--- config.mk ---
export PLATFORM = sky130hd
export DESIGN_NAME = paper_systolic_controller
export DESIGN_NICKNAME = d
export VERILOG_FILES = /design/src/rtl/paper_systolic_controller.sv
export SDC_FILE = /design/constraint.sdc
export NUM_CORES = 1
export LEC_CHECK = 0
export CAP_MARGIN = 20
export CORE_UTILIZATION = 30
export DETAILED_ROUTE_END_ITERATION = 10
export GPL_TIMING_DRIVEN = 1
export PLACE_DENSITY = 0.58
export SLEW_MARGIN = 20
export SYNTH_ARGS = -nofsm -noshare
export SYNTH_HDL_FRONTEND = slang
export SYNTH_SLANG_ARGS = --single-unit
export TNS_END_PERCENT = 100
--- constraint.sdc ---
create_clock -name clock -period 4.45 [get_ports clock]
set_input_delay 0.89 -clock clock [delete_from_list [all_inputs] [get_ports clock]]
set_output_delay 0.89 -clock clock [all_outputs]
set_load 0.01 [all_outputs]
--- src/rtl/paper_systolic_controller.sv ---
// Sequencer for a DIM x DIM output-stationary systolic multiplier: clears the PEs,
// streams K skewed operand wavefronts, then drains one result row per accepted cycle.
module paper_systolic_controller #(
   parameter int DIM   = 4,
   parameter int LEN_W = 16
) (
   input  logic                     clock,
   input  logic                     reset,
   input  logic                     start,
   input  logic [LEN_W-1:0]         kLen,
   input  logic                     outReady,
   output logic                     busy,
   output logic                     peClear,
   output logic                     enableMul,
   output logic                     enableShiftOut,
   output logic [DIM-1:0]           feedValid,
   output logic [LEN_W:0]           feedK,
   output logic                     outValid,
   output logic [$clog2(DIM)-1:0]   outRow,
   output logic                     done,
   output logic [2:0]               dbg_state_o
);

   localparam int ROW_W = $clog2(DIM);
   localparam logic [LEN_W:0] SKEW    = (LEN_W+1)'(2 * (DIM - 1));
   localparam logic [LEN_W:0] T_ONE   = (LEN_W+1)'(1);
   localparam logic [ROW_W-1:0] R_LAST = ROW_W'(DIM - 1);
   localparam logic [ROW_W-1:0] R_ONE  = ROW_W'(1);

   typedef enum logic [2:0] {
      S_IDLE  = 3'd0,
      S_CLEAR = 3'd1,
      S_MUL   = 3'd2,
      S_SHIFT = 3'd3,
      S_DONE  = 3'd4
   } state_t;

   state_t           state_q;
   logic [LEN_W-1:0] k_q;
   logic [LEN_W:0]   t_q;
   logic [ROW_W-1:0] r_q;

   logic [LEN_W:0]   k_ext;
   logic [LEN_W:0]   t_last;
   logic             in_mul;
   logic             in_shift;

   // Last MUL index is K + 2*(DIM-1) - 1; one extra bit keeps it from wrapping at max K.
   assign k_ext  = {1'b0, k_q};
   assign t_last = k_ext + SKEW - T_ONE;

   always_ff @(posedge clock or negedge reset) begin
      if (!reset) begin
         state_q <= S_IDLE;
         k_q     <= '0;
         t_q     <= '0;
         r_q     <= '0;
      end else begin
         case (state_q)
            S_IDLE: begin
               if (start) begin
                  k_q     <= kLen;
                  t_q     <= '0;
                  r_q     <= '0;
                  state_q <= S_CLEAR;
               end
            end
            S_CLEAR: begin
               state_q <= (k_q != '0) ? S_MUL : S_SHIFT;
            end
            S_MUL: begin
               if (t_q == t_last) begin
                  state_q <= S_SHIFT;
               end else begin
                  t_q <= t_q + T_ONE;
               end
            end
            S_SHIFT: begin
               // A row only leaves when the consumer takes it, so r and the array freeze on stalls.
               if (outReady) begin
                  if (r_q == R_LAST) begin
                     state_q <= S_DONE;
                  end else begin
                     r_q <= r_q + R_ONE;
                  end
               end
            end
            S_DONE: begin
               state_q <= S_IDLE;
            end
            default: begin
               state_q <= S_IDLE;
            end
         endcase
      end
   end

   assign in_mul   = (state_q == S_MUL);
   assign in_shift = (state_q == S_SHIFT);

   assign busy           = (state_q != S_IDLE);
   assign peClear        = (state_q == S_CLEAR);
   assign enableMul      = in_mul;
   assign enableShiftOut = in_shift & outReady;
   assign outValid       = in_shift & outReady;
   assign done           = (state_q == S_DONE);
   assign feedK          = in_mul ? t_q : '0;
   assign outRow         = in_shift ? r_q : '0;
   assign dbg_state_o    = state_q;

   // Row/column g is skewed by g cycles, so its K operands arrive during t = g .. g+K-1.
   for (genvar g = 0; g < DIM; g++) begin : g_feed
      localparam logic [LEN_W:0] IDX = (LEN_W+1)'(g);
      assign feedValid[g] = in_mul && (t_q >= IDX) && (t_q < IDX + k_ext);
   end

endmodule

==> flow_summary.json, run 1 <==
{
  "status": "completed",
  "avgSynthCellArea_um2": 8.43,
  "r2r_end": "t_q[16]$_DFFE_PN0P_",
  "clkLatencyLatePin_ns": 0.28,
  "path_class": "flop to output pin",
  "powerDensity_nw_per_um2": 577,
  "fin_skew_ns": 0.00369,
  "fin_ws_ns": 0.181,
  "grt_start_max_net_pins": 39,
  "design.core.area_um2": 15400,
  "synth-main-ff-cell": "dfrtp_1",
  "synth_edf_count": 0,
  "synth_warnings": 0,
  "r2r_start": "k_q[2]$_DFFE_PN0P_",
  "hp-start": "r_q[1]$_DFFE_PN0P_",
  "crit_required_ns": 3.56,
  "die_w_um": 129,
  "n_antenna_cell": 0,
  "worstRegToRegCells": 10,
  "syn_area_um2": 4810,
  "path_buf_inv": 3,
  "gp_congestion": 0.915,
  "grt_antenna_before_repair": 0,
  "cp_cell_sequence": "clkinv_1 -> nor4_1 -> buf_4 -> nand3_1 -> ha_1 -> a211oi_1 -> o211ai_1 -> nor3_1 -> o21ai_0 -> nand2_1 -> clkdlybuf4s50_1",
  "maxSlewViolCount": 0,
  "cts_buffers": 5,
  "vias": 4523,
  "grt_first_pass_wirelength_um": 24000,
  "crit_arrival_ns": 3.38,
  "holdPathEnd": "r_q[1]$_DFFE_PN0P_",
  "final_util_pct": 37.7,
  "ys_types": 61,
  "drtIter0Drc": 291,
  "worst-path-max-fanout": 5,
  "path_delay_family": "buffers and inverters",
  "port_buffers": 51,
  "die_area_um2": 16500,
  "whs_path_depth": 2,
  "synth-async-reset-ratio_pct": 100,
  "fin_crit_sh_pct": 95.9,
  "postRouteAntennaNets": 0,
  "end_kind": "output pin",
  "cts_buffer_depth": 2,
  "hold_buffers": 0,
  "leakage_nw": 2.48,
  "max_stage_delay_ns": 0.53,
  "max_freq_mhz": 234,
  "finalHoldViolations": 0,
  "grt_usage_pct": 18.4,
  "period_needed_ns": 4.27,
  "initial_core_util_pct": 31.2,
  "syn2layout_area_growth_pct": 21.1,
  "routed_wl_um": 14600,
  "place_inst": 826,
  "globalRoute.totalOverflow": 0,
  "die_height_um": 129,
  "tightest_slew_ns": 1.01,
  "synthesis.instances": 570,
  "worstSetupStartpointType": "flop",
  "drv_cap": 0,
  "drive_gt1_share_pct": 13.0,
  "synth-seq-area-share_pct": 19.8,
  "hp-class": "flop to flop",
  "synth_fp_nets": 665,
  "fin_nets": 717,
  "htree_levels": 2,
  "max-vdd-ir-drop_mv": 0.377,
  "rrSetupSlack_ns": 0.84,
  "io_pins": 52,
  "dr.pass1.iters": 6,
  "nFillCells": 1592,
  "clkTransAtPathRegs_ns": 0.06,
  "post-cts-setup-buffers": 0,
  "wire_per_inst_um": 17.6,
  "post-dp-hpwl_um": 11400,
  "rsz0062_at_grt": "true",
  "dp_slack_ns": 0.237,
  "viasPerCell": 5.42,
  "cts.sinks": 38,
  "final-setup-viol-count": 0,
  "drc": 0,
  "power_mw": 3.36,
  "cp_slowest_cell": "clkdlybuf4s50_1",
  "synth-seq-cells": 38,
  "cts_tree": "yes",
  "maxSlewHeadroom_pct": 32.2,
  "num_rows": 45,
  "fin_cells": 834,
  "first_global_vias": 4659,
  "cts-root-buf": "clkbuf_16"
}
## stage by stage
stage | setup TNS, ns | area (µm²) | hold WS (ns)
after floorplan | 0 | 4810 | 0.467
after global placement | 0 | 5610 | 0.493
after detailed placement | 0 | 5610 | 0.510
after CTS | 0 | 5760 | 0.526
after global routing | -0.0144 | 5820 | 0.584
final | 0 | 5820 | 0.526
## layout make-up
type                            count  area [µm²]  area share (%)
Tap cell                          211         264            4.54
Sequential cell                    38         957            16.5
Multi-Input combinational cell    470        3620            62.3
Clock buffer                        7         143            2.45
Inverter                           27         101            1.74
Clock inverter                      1        5.00          0.0860
Timing Repair Buffer               80         724            12.5
## power by group
part / switching [mW] / leakage (nW) / internal [mW]
Sequential: 0.213 / 0.486 / 0.460
Clock: 0.132 / 0.0739 / 0.222
Combinational: 1.28 / 1.92 / 1.04
## metal layers
metal	part of all wire (%)	global-route usage, %
met1	46	23.5
met5	0	0
met3	5.6	2.45
met4	0.83	3.11
met2	48	33.2
## cells by family after synthesis
kind of cell / count (synthesis) / synth area share [%]
simple gates: 195 / 22.2
compound gates: 122 / 17.5
fa+ha+maj: 75 / 19.5
buf+inv: 62 / 5.91
xor+xnor: 60 / 10.9
flops: 38 / 19.8
mux: 18 / 4.17
## flip-flops by register name (all words and copies together), names as in the netlist
| signal | flops |
|---|---|
| t_q | 17 |
| k_q | 16 |
| dbg_state_o | 3 |
| r_q | 2 |
## worst reg2reg max path, stage by stage, from the launching register on
cell and delay (ns):
dfrtp_1 0.39, buf_4 0.24, inv_1 0.14, ha_1 0.20
a21oi_1 0.53, xnor2_1 0.19, and3_1 0.21, nand4_1 0.19
nor4_4 0.94, o21a_4 0.34, a22o_1 0.18
## placed cells by master (no fill, tap or decap), types with 3 or more instances in the layout
master	count
a211oi_1	6
a21o_1	17
a21oi_1	16
a22o_1	13
and2_1	6
and3_1	18
buf_4	29
clkbuf_16	5
clkdlybuf4s50_1	48
dfrtp_1	33
dfrtp_2	5
ha_1	74
inv_1	23
mux2_2	16
nand2_1	46
nand2b_1	9
nand3_1	12
nand4_1	25
nor2_1	16
nor2b_1	3
nor3_1	12
nor3b_1	3
nor4_1	15
o21a_1	5
o21ai_0	24
o21ai_1	15
o21bai_1	3
o311ai_1	3
or2_2	8
or3_1	6
xnor2_1	54
xor2_1	6
## repair_timing
action | 4_1_cts | 5_1_grt
setup endpoints to repair | 2 | 3
pin swaps | 1 | 0
resized for setup | 3 | 16
## synthesized netlist by cell type (9+ instances only)
cell,instances,area [µm²]
ha_1,75,938
xnor2_1,54,473
nand2_1,46,173
dfrtp_1,38,951
nand4_1,25,156
inv_1,24,90.1
o21ai_0,24,120
and3_1,18,113
nor2_1,18,67.6
a21o_1,17,128
nor4_1,17,106
a21oi_1,16,80.1
mux2_2,16,180
o21ai_1,15,75.1
a22o_1,13,114
nand3_1,13,65.1
nor3_1,13,65.1
clkbuf_1,12,45.0
buf_2,10,50.1
nand2b_1,9,56.3
## worst max-delay path by stage
stage	from	endpoint	depth (start not counted)
after floorplan	k_q[2]$_DFFE_PN0P_	feedValid[3]	11
after global placement	k_q[1]$_DFFE_PN0P_	feedValid[3]	14
after detailed placement	k_q[1]$_DFFE_PN0P_	feedValid[2]	13
after CTS	k_q[1]$_DFFE_PN0P_	feedValid[2]	13
after global routing	k_q[14]$_DFFE_PN0P_	feedValid[2]	13
final	k_q[15]$_DFFE_PN0P_	feedValid[2]	11
Power figures use the tool's default switching activity.
==> inputs of run 2 (changes only) <==
Settings changed: CAP_MARGIN 20 to 5.
==> results of run 2 <==
Final layout, timing and power as in run 1 (identical DEF).
==> inputs of run 3 (changes only) <==
Settings changed: CORE_MARGIN set to 5, CORE_UTILIZATION 30 to 59, PLACE_DENSITY 0.58 to 0.93.
==> run 3 against run 2 <==
Sequential share of layout area rose by 0.54 points. Power shrank 2.2%. Largest cell class unchanged. Critical path type unchanged. Critical endpoint is now feedValid[1]. Fmax increased by 0.42%. Core utilization rose by 32 points. Highest routed layer unchanged. Via count up 5.2%. Global-route usage grew 10 points. Cell count shrank 13%.
==> flow_summary.json, run 3 (synthesis results as in run 1) <==
{
  "multi_input_area_um2": 3610,
  "viasPerCell": 6.56,
  "powerDensity_nw_per_um2": 584,
  "postRouteAntennaNets": 0,
  "syn2layout_area_growth_pct": 16.9,
  "busiest_layer": "met2",
  "dr.pass1.iters": 6,
  "maxSlewViolCount": 0,
  "groute.layer.met3.usage_pct": 3.89,
  "first_global_vias": 4894,
  "max-vdd-ir-drop_mv": 0.436,
  "finalHoldViolations": 0,
  "n_antenna_cell": 0,
  "worstSetupStartpointType": "flop",
  "grt_antenna_before_repair": 0,
  "end_kind": "output pin",
  "grt_start_max_net_pins": 39,
  "clkLatencyLatePin_ns": 0.29,
  "worstRegToRegCells": 10,
  "cts-root-buf": "clkbuf_8",
  "fin_nets": 715,
  "routed_wl_um": 14500,
  "rrSetupSlack_ns": 0.94,
  "die_height_um": 100,
  "gp_congestion": 0.964,
  "fin_skew_ns": 0.00850,
  "drc": 0,
  "ff_latch_area_um2": 955,
  "layout_common_cells": "ha_1, xnor2_1, clkdlybuf4s50_1",
  "initial_core_util_pct": 59.4,
  "leakage_nw": 2.44,
  "cts_buffers": 5,
  "p_comb_share_pct": 70.3,
  "grt_usage_pct": 28.6,
  "die_w_um": 100,
  "die_area_um2": 10100,
  "drv_cap": 0,
  "fin_area_um2": 5620,
  "worst-path-max-fanout": 11,
  "tightest_slew_ns": 0.969,
  "use_met1_pct": 36.9,
  "maxSlewHeadroom_pct": 34.9,
  "globalRoute.totalOverflow": 0,
  "grt_util_met2_pct": 49.1,
  "path_class": "flop to output pin",
  "fin_crit_sh_pct": 95.5,
  "wire_per_inst_um": 19.9,
  "seq_power_share_pct": 21.1,
  "drive_gt1_share_pct": 12.7,
  "dp_slack_ns": 0.0957,
  "holdWs_ns": 0.536,
  "internal_power_mw": 1.66,
  "final-setup-viol-count": 0,
  "switching_power_mw": 1.62,
  "place_area_um2": 5460,
  "period_needed_ns": 4.25,
  "hp-class": "flop to flop",
  "grt_first_pass_wirelength_um": 23500,
  "drtIter0Drc": 442,
  "layout_commonest_cell": "ha_1",
  "regMostFlops": "t_q",
  "status": "completed",
  "cts.sinks": 38,
  "htree_levels": 2,
  "io_pins": 52,
  "cts_tree": "yes",
  "clkTransAtPathRegs_ns": 0.08,
  "fin_ws_ns": 0.198,
  "whs_path_depth": 2,
  "vias": 4760,
  "num_rows": 33,
  "pwr-share-clk_pct": 8.6,
  "cts_buffer_depth": 2,
  "design.core.area_um2": 8090,
  "power_mw": 3.28,
  "nFillCells": 645,
  "crit_arrival_ns": 3.36,
  "port_buffers": 51,
  "switching_share_pct": 49.4,
  "hold_buffers": 0,
  "post-dp-hpwl_um": 10900,
  "crit_required_ns": 3.56,
  "max_freq_mhz": 235,
  "largest_reg_flops": 17
}
[run 3: cell types whose count changed in the layout (fill, tap and decap cells not counted), moves of 2 or more]
| cell | previous run | this run |
|---|---|---|
| buf_4 | 29 | 27 |
| clkbuf_16 | 5 | 0 |
| clkbuf_8 | 1 | 8 |
| dfrtp_1 | 33 | 35 |
| dfrtp_2 | 5 | 3 |
[run 3: path summary, 6_finish.rpt]
| path | startpoint | to |
|---|---|---|
| setup / recovery | k_q[0]$_DFFE_PN0P_ | feedValid[1] |
| hold / removal | r_q[1]$_DFFE_PN0P_ | r_q[1]$_DFFE_PN0P_ |
| setup reg to reg | k_q[2]$_DFFE_PN0P_ | t_q[9]$_DFFE_PN0P_ |
| hold reg to reg | r_q[1]$_DFFE_PN0P_ | r_q[1]$_DFFE_PN0P_ |
| max in group asynchronous | reset | k_q[2]$_DFFE_PN0P_ |
| min in group asynchronous | reset | t_q[15]$_DFFE_PN0P_ |
[run 3: power by group through the flow]
stage | sequential, mW | combinational [mW] | clock, mW
floorplan | 0.577 | 1.61 | 0
global placement | 0.669 | 2.14 | 0
detailed placement | 0.683 | 2.25 | 0
CTS | 0.678 | 2.26 | 0.282
global route | 0.712 | 2.52 | 0.300
finish | 0.694 | 2.31 | 0.282
[run 3: area by class of cell]
type                            count  area share (%)
Multi-Input combinational cell    470            64.3
Sequential cell                    38            17.0
Timing Repair Buffer               78            12.6
Tap cell                          105            2.34
Clock buffer                        8            1.96
Inverter                           27            1.80
[run 3: per-stage QoR]
step | util (%) | cells | TNS, ns
final | 69.4 | 726 | 0
after global routing | 69.4 | 726 | -0.0154
after CTS | 69.0 | 726 | 0
after detailed placement | 67.4 | 717 | 0
after global placement | 67.4 | 717 | 0
after floorplan | - | 570 | 0
[run 3: routing by layer]
layer,wire (µm),vias to the layer above
met5,0,-
met2,6960,257
met4,425,0
met1,5870,2276
met3,1220,45
li1,-,2182
[run 3: what timing repair did]
item | 4_1_cts | 5_1_grt
setup endpoints to repair | 2 | 3
resized for setup | 4 | 11
setup buffers | 1 | 0
[run 3: worst max-delay path: stages (launching register included)]
cell,delay (ns)
dfrtp_1,0.41
buf_4,0.22
ha_1,0.19
inv_1,0.09
nor3_2,0.18
buf_4,0.16
nand3_1,0.10
xnor2_1,0.15
ha_1,0.30
a21o_1,0.19
a21o_1,0.17
a21oi_1,0.14
o21ai_0,0.09
a21oi_1,0.14
clkdlybuf4s50_1,0.55
